===== config.mk =====
export PLATFORM = sky130hd
export DESIGN_NAME = intr_arbiter_flat
export DESIGN_NICKNAME = d
export VERILOG_FILES = /design/src/rtl/intr_arbiter_if.sv /design/src/rtl/intr_arbiter.sv /design/src/flat_wrapper.sv
export SDC_FILE = /design/constraint.sdc
export NUM_CORES = 1
export LEC_CHECK = 0
export CORE_ASPECT_RATIO = 1.4
export CORE_MARGIN = 1.5
export CORE_UTILIZATION = 24
export DETAILED_ROUTE_END_ITERATION = 12
export GPL_ROUTABILITY_DRIVEN = 0
export GPL_TIMING_DRIVEN = 0
export PLACE_DENSITY = 0.7
export SETUP_SLACK_MARGIN = 0.2
export SLEW_MARGIN = 20
export SYNTH_ARGS = -nofsm -noshare
export SYNTH_HDL_FRONTEND = slang
export SYNTH_SLANG_ARGS = --single-unit

===== constraint.sdc =====
create_clock -name clk -period 2.1 [get_ports clk]
set_input_delay 0.315 -clock clk [delete_from_list [all_inputs] [get_ports clk]]
set_output_delay 0.315 -clock clk [all_outputs]
set_load 0.01 [all_outputs]

===== src/rtl/intr_arbiter_if.sv =====
// intr_arbiter_if -- handshake between the interrupt arbiter and the control unit.
//
// Signals:
//   intr_valid    arbiter -> CU  interrupt is being presented
//   excepCode     arbiter -> CU  IVOR number of the presented interrupt
//   intrEntryAddr arbiter -> CU  handler entry address, big-endian bit order [0:31]
//   cu_ack        CU -> arbiter  CU accepts the presented interrupt
//
// Modports: master = arbiter side, slave = control-unit side.
interface intr_arbiter_if;
   logic        intr_valid;
   logic [3:0]  excepCode;
   logic [0:31] intrEntryAddr;
   logic        cu_ack;

   modport master (
      output intr_valid,
      output excepCode,
      output intrEntryAddr,
      input  cu_ack
   );

   modport slave (
      input  intr_valid,
      input  excepCode,
      input  intrEntryAddr,
      output cu_ack
   );
endinterface


===== src/rtl/intr_arbiter.sv =====
// intr_arbiter -- fixed-priority interrupt arbiter with IVOR lookup and a
// PEND/ACK handshake towards the control unit.
//
// Ports:
//   clk       rising-edge clock
//   rst       asynchronous, active-low reset
//   req[7:0]  level requests: 0 DTLB, 1 DSI, 2 ITLB, 3 ISI, 4 progErr, 5 SC, 6 DEV0, 7 DEV1
//   src_ack   one-hot, one-cycle acknowledge to the serviced source
//   MSR[0:31] machine state; MSR[16] (EE) enables DEV0/DEV1
//   IVPR[0:15] interrupt vector prefix
//   ivor_idx  IVOR number requested from the SPR file (non-zero only in LOOKUP)
//   ivor_rd   IVOR contents for ivor_idx, returned combinationally
//   busy      high whenever the arbiter is not idle
//   cu        control-unit handshake (intr_arbiter_if.master)
//
// Build option: define INTR_RR_DEV_EN to arbitrate DEV0/DEV1 round-robin;
// without it DEV0 always beats DEV1.
module intr_arbiter (
   input  logic           clk,
   input  logic           rst,
   input  logic [7:0]     req,
   output logic [7:0]     src_ack,
   input  logic [0:31]    MSR,
   input  logic [0:15]    IVPR,
   output logic [3:0]     ivor_idx,
   input  logic [0:31]    ivor_rd,
   output logic           busy,
   intr_arbiter_if.master cu
);

   typedef enum logic [2:0] {
      IDLE,
      LOOKUP,
      PEND,
      ACK,
      DROP
   } state_t;

   state_t      state;
   state_t      state_nxt;
   logic [7:0]  elig;
   logic [2:0]  winner;
   logic [3:0]  ivor_num;
   logic        dev1_first;
   logic        unused_ok;

   // Only EE and the IVOR offset field are consumed.
   assign unused_ok = ^{MSR[0:15], MSR[17:31], ivor_rd[0:15], ivor_rd[28:31]};

   // DEV requests are masked, not cleared, while EE is off.
   assign elig = req & {MSR[16], MSR[16], 6'b111111};

   function automatic logic [2:0] pick_winner(input logic [7:0] e, input logic dev1_pref);
      logic [2:0] w;
      casez (e[5:0])
         6'b?????1: w = 3'd0;
         6'b????10: w = 3'd1;
         6'b???100: w = 3'd2;
         6'b??1000: w = 3'd3;
         6'b?10000: w = 3'd4;
         6'b100000: w = 3'd5;
         default: begin
            if (e[7] && (!e[6] || dev1_pref))
               w = 3'd7;
            else
               w = 3'd6;
         end
      endcase
      return w;
   endfunction

   function automatic logic [3:0] ivor_of(input logic [2:0] src);
      logic [3:0] n;
      case (src)
         3'd0:    n = 4'd13;
         3'd1:    n = 4'd2;
         3'd2:    n = 4'd14;
         3'd3:    n = 4'd3;
         3'd4:    n = 4'd6;
         3'd5:    n = 4'd8;
         3'd6:    n = 4'd4;
         default: n = 4'd10;
      endcase
      return n;
   endfunction

`ifdef INTR_RR_DEV_EN
   // rr_ptr = 1 means DEV1 is favoured the next time both devices compete.
   logic rr_ptr;

   always_ff @(posedge clk or negedge rst) begin
      if (!rst)
         rr_ptr <= 1'b0;
      else if (state == ACK && winner[2:1] == 2'b11)
         rr_ptr <= (winner == 3'd6);
   end

   assign dev1_first = rr_ptr;
`else
   assign dev1_first = 1'b0;
`endif

   always_ff @(posedge clk or negedge rst) begin
      if (!rst)
         state <= IDLE;
      else
         state <= state_nxt;
   end

   always_comb begin
      state_nxt = state;
      case (state)
         IDLE:    if (|elig) state_nxt = LOOKUP;
         LOOKUP:  state_nxt = PEND;
         PEND:    if (cu.cu_ack) state_nxt = ACK;
         ACK:     state_nxt = DROP;
         // Wait for the serviced level request to be withdrawn.
         DROP:    if (!req[winner]) state_nxt = IDLE;
         default: state_nxt = IDLE;
      endcase
   end

   // ---- arbitration: winner latched on leaving IDLE ----
   always_ff @(posedge clk or negedge rst) begin
      if (!rst) begin
         winner   <= 3'd0;
         ivor_num <= 4'd0;
      end else if (state == IDLE && (|elig)) begin
         winner   <= pick_winner(elig, dev1_first);
         ivor_num <= ivor_of(pick_winner(elig, dev1_first));
      end
   end

   // ---- lookup: IVOR read captured into the presented vector ----
   always_ff @(posedge clk or negedge rst) begin
      if (!rst) begin
         cu.excepCode     <= 4'd0;
         cu.intrEntryAddr <= 32'd0;
      end else if (state == LOOKUP) begin
         cu.excepCode     <= ivor_num;
         cu.intrEntryAddr <= {IVPR, ivor_rd[16:27], 4'b0000};
      end
   end

   always_comb begin
      ivor_idx      = 4'd0;
      src_ack       = 8'd0;
      cu.intr_valid = 1'b0;
      busy          = (state != IDLE);
      case (state)
         LOOKUP:  ivor_idx      = ivor_num;
         PEND:    cu.intr_valid = 1'b1;
         ACK:     src_ack       = 8'd1 << winner;
         default: ;
      endcase
   end

endmodule


===== src/flat_wrapper.sv =====
// flat-port wrapper written by rule: the top's interface ports become plain ports
module intr_arbiter_flat 
  (clk, rst, req, src_ack, MSR, IVPR, ivor_idx, ivor_rd, busy, cu_intr_valid, cu_excepCode, cu_intrEntryAddr, cu_cu_ack);
  intr_arbiter_if cu_i ();
  input  logic clk;
  input  logic rst;
  input  logic [7:0] req;
  output logic [7:0] src_ack;
  input  logic [0:31] MSR;
  input  logic [0:15] IVPR;
  output logic [3:0] ivor_idx;
  input  logic [0:31] ivor_rd;
  output logic busy;
  output wire logic [$bits(cu_i.intr_valid)-1:0] cu_intr_valid;
  output wire logic [$bits(cu_i.excepCode)-1:0] cu_excepCode;
  output wire logic [$bits(cu_i.intrEntryAddr)-1:0] cu_intrEntryAddr;
  input wire logic [$bits(cu_i.cu_ack)-1:0] cu_cu_ack;
  assign cu_intr_valid = cu_i.intr_valid;
  assign cu_excepCode = cu_i.excepCode;
  assign cu_intrEntryAddr = cu_i.intrEntryAddr;
  assign cu_i.cu_ack = cu_cu_ack;
  intr_arbiter u_core (.clk(clk), .rst(rst), .req(req), .src_ack(src_ack), .MSR(MSR), .IVPR(IVPR), .ivor_idx(ivor_idx), .ivor_rd(ivor_rd), .busy(busy), .cu(cu_i));
endmodule

# Word-level counts from Yosys, hierarchy flattened
# Cells that the tools add are included.
# Widths: inputs -> output; s select.
dict set report word_totals {
  ff_bits 42
  output_inout_bits 50
  wordCells 47
}
dict set report op_classes {
  order_cmp 1
  n_eq_ne 18
  n_shift 1
  n_mux 13
  bitwise_logic 1
  n_reduce_logical 8
}
# cell count
set op_table {}
lappend op_table {{$pmux 4 s7} 1}
lappend op_table {{$pmux 3 s6} 1}
lappend op_table {{$eq 3x3->1 const B} 5}
lappend op_table {{$pmux 3 s5} 1}
lappend op_table {{$eq 3x2->1 const B} 4}
lappend op_table {{$mux 3} 4}
lappend op_table {{$and 8x8->8} 1}
lappend op_table {{$mux 8} 1}
lappend op_table {{$reduce_or 8->1} 1}
lappend op_table {{$shl 1x3->8 const A} 1}
lappend op_table {{$eq 3x1->1 const B} 2}
lappend op_table {{$eq 6x6->1 const B} 1}
lappend op_table {{$logic_not 3->1} 2}
lappend op_table {{$ne 2x2->1 const B} 3}
lappend op_table {{$eq 5x5->1 const B} 1}
lappend op_table {{$eq 4x4->1 const B} 1}
lappend op_table {{$lt 3x4->1 const B} 1}
lappend op_table {{$mux 4} 1}
lappend op_table {{$bmux 1 s3} 1}
lappend op_table {{$mux 1} 3}
lappend op_table {{$reduce_and 3->1} 1}
lappend op_table {{$reduce_bool 3->1} 1}
lappend op_table {{$eq 2x2->1 const B} 1}
lappend op_table {{$logic_and 1x1->1} 2}
lappend op_table {{$logic_not 1->1} 1}

# Logic depth before layout (Yosys ltp)
# Gate-level depths: netlist (run 1).
dict set report depth {
  word_depth 8
  depth_mapped 6
}

# Worst setup path after synthesis (run 1)
# Ideal clock, no wire load.
dict set report synth_timing {
  path_type {reg2out}
  startpoint {register u_core.state[1]}
  endpoint {output port ivor_idx[0]}
  arrival_ns 1.181
  t_required_ns 1.785
  setup_slack_ns 0.604
  stages_incl_launch_ff 5
  cell_sequence {dfrtp_1 nor3b_1 buf_2 buf_2 and2_1}
}
dict set report synth_between {
  elab_chain_cells 2
}
# item line_no
set synth_rtl {}
lappend synth_rtl {{start, declared} intr_arbiter.sv:39} ;# state_t state;
lappend synth_rtl {{start signal, assigned} intr_arbiter.sv:107} ;# state <= state_nxt;
lappend synth_rtl {{$eq 3x1->1} intr_arbiter.sv:150} ;# case (state)
lappend synth_rtl {{$mux 4} intr_arbiter.sv:150}
lappend synth_rtl {{end, declared} flat_wrapper.sv:11} ;# output logic [3:0] ivor_idx;
# Every way passes these cells.

# Worst setup path after layout (run 1)
dict set report layout_timing {
  startpoint {register u_core.state[2]}
  endpoint {output port src_ack[0]}
}
dict set report layout_between {
  elab_chain_cells 2
}
# item line_no
set layout_rtl {}
lappend layout_rtl {{$eq 3x2->1} intr_arbiter.sv:150}
lappend layout_rtl {{$mux 8} intr_arbiter.sv:150}
lappend layout_rtl {{end, declared} flat_wrapper.sv:8} ;# output logic [7:0] src_ack;
# Every way passes these cells.

==> results of run 1 <==
==> stage by stage <==
stage / util [%] / instance area (sq um) / total power (uW) / hold slack [ns] / setup WS (ns)
after floorplan: - / 1932 / 2551 / 0.01941 / 0.6043
after global placement: 37.39 / 2898 / 3561 / 0.4885 / -0.3565
after detailed placement: 37.58 / 2913 / 3611 / 0.2082 / -0.09853
after CTS: 39.93 / 3094 / 4442 / 0.3102 / 0.1705
after global routing: 40.01 / 3100 / 4734 / 0.3079 / 0.1425
final: 40.01 / 3100 / 4414 / 0.3203 / 0.2415
==> placed cells by master (no fill, tap or decap), types with 3 or more instances in the layout <==
cell	instances
a21oi_1	6
buf_2	7
and2_1	4
dfrtp_1	40
nor3_1	4
buf_4	16
o21ai_0	6
clkbuf_8	6
nor2_1	11
clkdlybuf4s50_1	69
mux2_2	32
nand2_1	8
clkbuf_2	7
inv_1	3
conb_1	4
==> logic make-up after synthesis <==
logic type      share of synthesized area, %
compound gates                         6.776
buf+inv                                4.690
flops                                  54.72
mux                                    20.46
other cells                           0.1953
simple gates                           13.16
==> state kept, by name, indices dropped and copies added (netlist names) <==
signal                   cells
u_core.cu.intrEntryAddr     28
u_core.state                 3
u_core.ivor_num              4
u_core.cu.excepCode          4
u_core.winner                3
==> power by group through the flow <==
stage          Sequential [uW]  Combinational [uW]  Clock [uW]
2_1_floorplan             1600                 952           0
3_3_place_gp              1460                2100           0
3_5_place_dp              1480                2130           0
4_1_cts                   1460                2170         812
5_1_grt                   1500                2370         860
6_report                  1440                2190         782
==> path summary, 6_finish.rpt <==
path / to / slack (ns) / startpoint / cells past startpoint
hold reg to reg: u_core.cu.intrEntryAddr[15]$_DFFE_PN0P_ / 0.51 / u_core.cu.intrEntryAddr[15]$_DFFE_PN0P_ / 1
max in group asynchronous: u_core.state[0]$_DFFE_PN0P_ / 1.20 / rst / 3
min in group asynchronous: u_core.cu.intrEntryAddr[25]$_DFFE_PN0P_ / 0.43 / rst / 2
setup reg to reg: u_core.cu.intrEntryAddr[4]$_DFFE_PN0P_ / 0.39 / u_core.state[2]$_DFFE_PN0P_ / 6
setup / recovery: src_ack[0] / 0.24 / u_core.state[2]$_DFFE_PN0P_ / 5
hold / removal: u_core.ivor_num[1]$_DFFE_PN0P_ / 0.32 / req[0] / 2
==> metal layers <==
| layer | routed length [microns] | up-vias | global-route usage (%) |
|---|---|---|---|
| met2 | 2183 | 71 | 18.53 |
| met1 | 1838 | 736 | 12.55 |
| met3 | 360 | 11 | 3.264 |
| met4 | 117 | 0 | 5.485 |
| li1 | - | 752 | - |
| met5 | 0 | - | 0 |
==> cell type report <==
cell class	count	area (sq um)	share of cell area, %
plain buffers	11	91.34	2.946
well taps	100	125.1	4.036
multi-input cells	102	805.8	25.99
inverters	3	11.26	0.3632
clock inverters	2	60.06	1.937
repair buffers	95	870.8	28.09
flip-flops and latches	42	1054	33.98
clock buffers	6	82.58	2.663
==> timing repair <==
item	CTS	global route
hold endpoints to repair	10	0
setup endpoints to repair	14	10
pin swaps	1	2
hold buffers	1	0
setup buffers	6	3
cloned	0	0
resized for setup	35	20
==> flow_summary.toml, run 1 <==
[outcome]
status = "finished, final reports clean"

[logic_synthesis]
synth-edff-count = 0
synthFlopType = "dfrtp_1"
synth_seq_cells = 42
yosysMostFrequentCell = "dfrtp_1"
postSynthAreaPerCell_sq_um = 12.39
synth_top_cell_area_share_pct = 54.72
synthTopCellsByCount = "dfrtp_1 (42), mux2_2 (32), nor2_1 (12)"
ys_warn_count = 0
synth_top_cell_by_area = "dfrtp_1"
async_flop_share_pct = 100.0
synth.cell_area_sq_um = 1921
ys_seq_area_share_pct = 54.72
synth_cells = 155
ys_types = 32
synth_area_leaders = "dfrtp_1 (55%), mux2_2 (19%), buf_4 (2.3%)"

[power]
power_switching_share_pct = 30.55
irDropWorstVdd_mv = 0.5257
pwr-share-clk_pct = 17.7
p_leak_uw = 0.001316
pwr-share-seq_pct = 32.6
p_switching_uw = 1348
combPwrFrac_pct = 49.7
internal_power_uw = 3066
p_per_area_nw_per_um2 = 1424

[timing]
finClkSkew_ns = 0.006608
post-route-min-period_ns = 1.859
fin_crit_sh_pct = 88.50
tns_ns = 0
finalMaxSlewViolations = 0
rsz0062_at_grt = "yes"
finalHoldViolCount = 0
fmax_ghz = 0.5381
setup_viol = 0

[clock_tree]
cts_buffers = 5
cts.sinks = 42
root_buffer = "clkbuf_8"
cts_tree = "yes"
clk_pin_slew_ns = 0.08
cts.path.max_buffers = 2
cts.htree.levels = 2
clk_latency_ns = 0.29

[place]
dp_hpwl_microns = 3382
numPortBuffers = 84
dp.cells = 343

[grt]
track_usage_pct = 10.98
antenna_found_initial = 0
grt_pass1_vias = 1518
grt_pass1_wl_microns = 7286
grt-ovfl-total = 0
grt_max_degree = 33

[floorplanning]
std_cell_rows = 38
start_util_pct = 24.78
core_area_sq_um = 7750
io_pins = 141
die_y_microns = 108.8
die-area_sq_um = 8556
die_w_microns = 78.61

[drt]
wirelength_microns = 4498
wl_per_cell_microns = 12.46
drtIter0Drc = 32
ant_nets = 0
viasPerCell = 4.349
vias = 1570
drc = 0
first_pass_iters = 4

[worst_setup_path]
crit_arrival_ns = 1.54
end_kind = "output pin"
cpPeakStageDelay_ns = 0.42
path_class = "flop to output pin"
required_ns = 1.78
crit_path_max_fanout = 4
cp_slowest_cell = "dfrtp_1"
cpLargestDelayFamily = "simple AND/OR/NAND/NOR gates"
cp_num_buf_inv = 2
worstPathCellList = "buf_4 > nand3b_1 > or2_4 > nor3_2 > buf_2"
start_kind = "flop"

[finish]
layout-drive-gt1-share_pct = 33.72
antenna_cells = 0
nFillCells = 754
area_delta_synth_final_pct = 61.43
stdcell_count = 361
fin_nets = 351

[flow_run]
cap_violations = 0

[worst_hold_path]
hold_class = "primary input to flop"
(Power assumes the default switching activity.)
==> run 2, diff against run 1 <==
TNS_END_PERCENT = 20   (was not set)
==> run 2 against run 1 <==
Via count fell by 1.1%. Combinational power shrank 3%. Utilization is 0.27 points lower. Power down 1.2%. Critical endpoint is now ivor_idx[2].
==> flow_summary.toml, run 2 (synthesis results as in run 1) <==
[drt]
wl_per_cell_microns = 12.52
wirelength_microns = 4456
vias = 1553
drtIter0Drc = 17
viasPerCell = 4.362
drc = 0
ant_nets = 0
first_pass_iters = 4

[finish]
nFillCells = 756
largest_reg_flops = 28
layout_common_cells = "clkdlybuf4s50_1 (69), dfrtp_1 (40), mux2_2 (32)"
antenna_cells = 0
design_area_sq_um = 3079
area_delta_synth_final_pct = 60.33
final_common_cell = "clkdlybuf4s50_1"
layout-drive-gt1-share_pct = 30.47
largestRegisters = "u_core.cu.intrEntryAddr (28), u_core.cu.excepCode (4), u_core.ivor_num (4)"
fin_nets = 346
regMostFlops = "u_core.cu.intrEntryAddr"
stdcell_count = 356

[clock_tree]
cts_buffers = 5
root_buffer = "clkbuf_8"
cts.htree.levels = 2
clk_pin_slew_ns = 0.08
cts_tree = "yes"
cts.sinks = 42
clk_latency_ns = 0.29
cts.path.max_buffers = 2

[worst_setup_path]
reg2reg_from = "u_core.state[2]$_DFFE_PN0P_"
crit_path_max_fanout = 10
start_kind = "flop"
critPathLaunch = "u_core.state[0]$_DFFE_PN0P_"
required_ns = 1.78
end_kind = "output pin"
crit_arrival_ns = 1.59
path_class = "flop to output pin"

[grt]
track_usage_pct = 10.91
grt-ovfl-total = 0
grt_pass1_wl_microns = 7224
antenna_found_initial = 0
grt_max_degree = 33
grt_pass1_vias = 1497

[power]
p_leak_uw = 0.001350
irDropWorstVdd_mv = 0.5233
p_per_area_nw_per_um2 = 1417

[timing]
finClkSkew_ns = 0.007388
finalMaxSlewViolations = 0
setup_viol = 0
finalHoldViolCount = 0
tns_ns = 0
rsz0062_at_grt = "yes"
fmax_ghz = 0.5239
setup_ws_ns = 0.1911
fin_crit_sh_pct = 90.90
post-route-min-period_ns = 1.909

[floorplanning]
std_cell_rows = 38
die_y_microns = 108.8
die-area_sq_um = 8556
start_util_pct = 24.78
core_area_sq_um = 7750
die_w_microns = 78.61
io_pins = 141

[outcome]
status = "finished, final reports clean"

[worst_hold_path]
hp-start = "req[0]"
hold_class = "primary input to flop"

[place]
postPlaceCellArea_sq_um = 2913
dp.cells = 343
dp_hpwl_microns = 3382
numPortBuffers = 84
dp_slack_ns = -0.09853

[flow_run]
cap_violations = 0
run 2: what timing repair did:
item                                    in CTS  in global routing
hold buffers                                 1                  0
endpoints found under the hold margin       10                  0
pin swaps                                    0                  3
endpoints found under the setup margin      14                 14
resized for setup                           17                 26
setup buffers                                3                  1
run 2: path summary, 6_finish.rpt:
| path | to | slack, ns | cells after the start |
|---|---|---|---|
| worst min-delay path | u_core.ivor_num[1]$_DFFE_PN0P_ | 0.32 | 2 |
| max in group asynchronous | u_core.state[0]$_DFFE_PN0P_ | 1.20 | 3 |
| worst max-delay path | ivor_idx[2] | 0.19 | 5 |
| worst min register to register | u_core.cu.intrEntryAddr[15]$_DFFE_PN0P_ | 0.51 | 1 |
| min in group asynchronous | u_core.cu.intrEntryAddr[25]$_DFFE_PN0P_ | 0.43 | 2 |
| worst max register to register | u_core.ivor_num[2]$_DFFE_PN0P_ | 0.40 | 5 |
run 2: cell type report:
class	count	area (sq um)	area share, %
clock inverters	2	60.06	1.950
multi-input cells	102	795.8	25.84
inverters	3	11.26	0.3657
repair buffers	90	863.3	28.04
clock buffers	6	82.58	2.682
flip-flops and latches	42	1054	34.21
well taps	100	125.1	4.063
plain buffers	11	87.58	2.844
run 2: layer usage:
layer / routed length, microns / part of all wire (%) / GRT usage [%] / up-vias
li1: - / - / - / 742
met1: 1828 / 41 / 12.40 / 726
met2: 2157 / 48 / 18.66 / 76
met3: 372 / 8.3 / 3.264 / 9
met4: 97 / 2.2 / 5.102 / 0
met5: 0 / 0 / 0 / -
run 2: through the flow:
stage | total power (uW) | hold slack (ns) | utilization, %
2_1_floorplan | 2551 | 0.01941 | -
3_3_place_gp | 3561 | 0.4885 | 37.39
3_5_place_dp | 3611 | 0.2082 | 37.58
4_1_cts | 4438 | 0.3102 | 39.86
5_1_grt | 4677 | 0.3079 | 39.73
6_report | 4362 | 0.3203 | 39.73
run 2: where the power goes:
part	internal, uW	switching [uW]	total (uW)
Combinational	1300	824	2130
Sequential	1220	231	1450
Clock	507	276	783
run 2: worst max-delay path, stage by stage, from the launching register on:
cell and delay [ns]:
dfrtp_2 0.45, nor3b_2 0.16, buf_4 0.14, buf_6 0.13, and2_1 0.15, dlygate4sd2_1 0.27
==> run 3, diff against run 2 <==
DONT_BUFFER_PORTS = 1   (was not set)
PLACE_DENSITY = 0.47   (was 0.7)
SLEW_MARGIN = not set   (was 20)
==> run 3 against run 2 <==
Setup slack improved by 0.13 ns. Clock skew fell by 0.00067 ns. Sequential power rose by 15%. Cell area fell by 29%. Clock power fell by 38%. Utilization fell by 11 points. Largest cell class unchanged. Fmax rose by 7.0%. Power fell by 25%. Count of clock-buffer cells in the layout fell by 1. Via count fell by 23%.
==> flow_summary.toml, run 3 (synthesis results as in run 1) <==
[outcome]
status = "finished, final reports clean"

[worst_setup_path]
start_kind = "flop"
reg2reg_from = "u_core.state[1]$_DFFE_PN0P_"
r2r_end = "u_core.cu.intrEntryAddr[2]$_DFFE_PN0P_"
required_ns = 1.78
rrSetupSlack_ns = 0.44
crit_arrival_ns = 1.47
reg2reg_depth = 5
path_class = "flop to output pin"
crit_path_max_fanout = 7
end_kind = "output pin"

[finish]
layout_common_cells = "dfrtp_1 (42), mux2_2 (32), nor2_1 (12)"
largest_reg_flops = 28
regMostFlops = "u_core.cu.intrEntryAddr"
layout-drive-gt1-share_pct = 36.90
final_common_cell = "dfrtp_1"
largestRegisters = "u_core.cu.intrEntryAddr (28), u_core.cu.excepCode (4), u_core.ivor_num (4)"
area_delta_synth_final_pct = 14.07
fin_nets = 259
antenna_cells = 0

[power]
power_switching_share_pct = 36.45
pwr-share-clk_pct = 14.6
internal_power_uw = 2092
pwr-share-seq_pct = 50.7
irDropWorstVdd_mv = 0.4221
p_per_area_nw_per_um2 = 1503
p_switching_uw = 1200
p_leak_uw = 0.0009005
combPwrFrac_pct = 34.7

[clock_tree]
cts_tree = "yes"
cts_buffers = 5
cts.sinks = 42
cts.path.max_buffers = 2
clk_latency_ns = 0.28
root_buffer = "clkbuf_8"
cts.htree.levels = 2
clk_pin_slew_ns = 0.08

[drt]
viasPerCell = 4.437
wl_per_cell_microns = 14.47
ant_nets = 0
drtIter0Drc = 38
vias = 1189
drc = 0
first_pass_iters = 4
wirelength_microns = 3877

[floorplanning]
start_util_pct = 24.78
core_area_sq_um = 7750
die_y_microns = 108.8
std_cell_rows = 38
io_pins = 141
die-area_sq_um = 8556
die_w_microns = 78.61

[grt]
grt_max_degree = 43
grt_pass1_wl_microns = 6058
antenna_found_initial = 0
grt_pass1_vias = 1227
grt-ovfl-total = 0
track_usage_pct = 9.284

[timing]
worstMarginPinSlew_ns = 0.5786
fin_crit_sh_pct = 84.94
tns_ns = 0
fmax_ghz = 0.5606
rsz0062_at_grt = "yes"
finalMaxSlewViolations = 0
finalHoldViolCount = 0
setup_viol = 0
finClkSkew_ns = 0.006716
slew_headroom_pct = 61.34
hold_ws_ns = 0.1764
post-route-min-period_ns = 1.784

[worst_hold_path]
holdPathStages = 1
hold_class = "primary input to flop"
hp-start = "IVPR[5]"
hold_end = "u_core.cu.intrEntryAddr[5]$_DFFE_PN0P_"

[place]
numPortBuffers = 0
dp_hpwl_microns = 2921

[flow_run]
cap_violations = 0
==> run 3: changes by cell type in the layout (fill, tap and decap cells not counted), sizes merged <==
cell,change
clkbuf,-7
dlymetal6s2s,-4
buf,-7
clkinv,+2
dlygate4sd2,-1
clkdlybuf4s50,-69
bufinv,-2
==> run 3: power groups by stage <==
stage	Combinational (uW)	Sequential, uW	Clock (uW)
3_3_place_gp	1100	1690	0
5_1_grt	1280	1740	553
4_1_cts	1180	1680	522
3_5_place_dp	1120	1700	0
2_1_floorplan	952	1600	0
6_report	1140	1670	482
==> run 3: stage by stage <==
stage,instances,util [%],area [sq um],worst slack [ns],total power [uW]
floorplan,158,-,1932,0.6043,2551
CTS,268,28.20,2186,0.2075,3379
global route,268,28.27,2191,0.1795,3570
detailed placement,258,26.54,2057,0.3351,2824
global placement,258,26.54,2057,0.3362,2795
finish,268,28.27,2191,0.3162,3292
==> run 3: worst max-delay path: stages (launching register included) <==
cell      delay, ns
dfrtp_1        0.45
nand3b_1       0.19
or2_2          0.34
nor2_1         0.22
==> run 3: repair_timing <==
action / 4_1_cts / 5_1_grt
setup endpoints to repair: 4 / 5
pin swaps: 0 / 0
gates resized for setup: 2 / 1
setup buffers: 1 / 0
endpoints found under the hold margin: 42 / 0
hold buffers: 2 / 0
==> run 3: worst max path at each step <==
stage                                            from           to  slack [ns]  cells past startpoint
after floorplan           u_core.state[1]$_DFFE_PN0P_  ivor_idx[0]        0.60                      4
after global placement    u_core.state[1]$_DFFE_PN0P_  ivor_idx[3]        0.34                      4
after CTS                 u_core.state[2]$_DFFE_PN0P_   src_ack[0]        0.21                      3
final                     u_core.state[2]$_DFFE_PN0P_   src_ack[2]        0.32                      3
after global routing      u_core.state[1]$_DFFE_PN0P_  ivor_idx[0]        0.18                      4
after detailed placement  u_core.state[1]$_DFFE_PN0P_  ivor_idx[3]        0.34                      4
==> run 3: area by class of cell <==
type | count | area, sq um
clock inverter | 2 | 10.01
buffer | 11 | 83.83
tap | 100 | 125.1
inverter | 3 | 11.26
fill | 815 | 5559
clock buffer | 5 | 68.82
timing repair buffer | 3 | 45.04
sequential | 42 | 1051
multi-input combinational | 102 | 795.8
==> run 3: per-layer routing <==
| layer | vias to the layer above | global-route usage [%] | share of wire [%] |
|---|---|---|---|
| met4 | 0 | 3.827 | 0.80 |
| met2 | 59 | 15.83 | 50 |
| li1 | 558 | - | - |
| met1 | 570 | 10.08 | 39 |
| met3 | 2 | 3.933 | 9.5 |
| met5 | - | 0 | 0 |
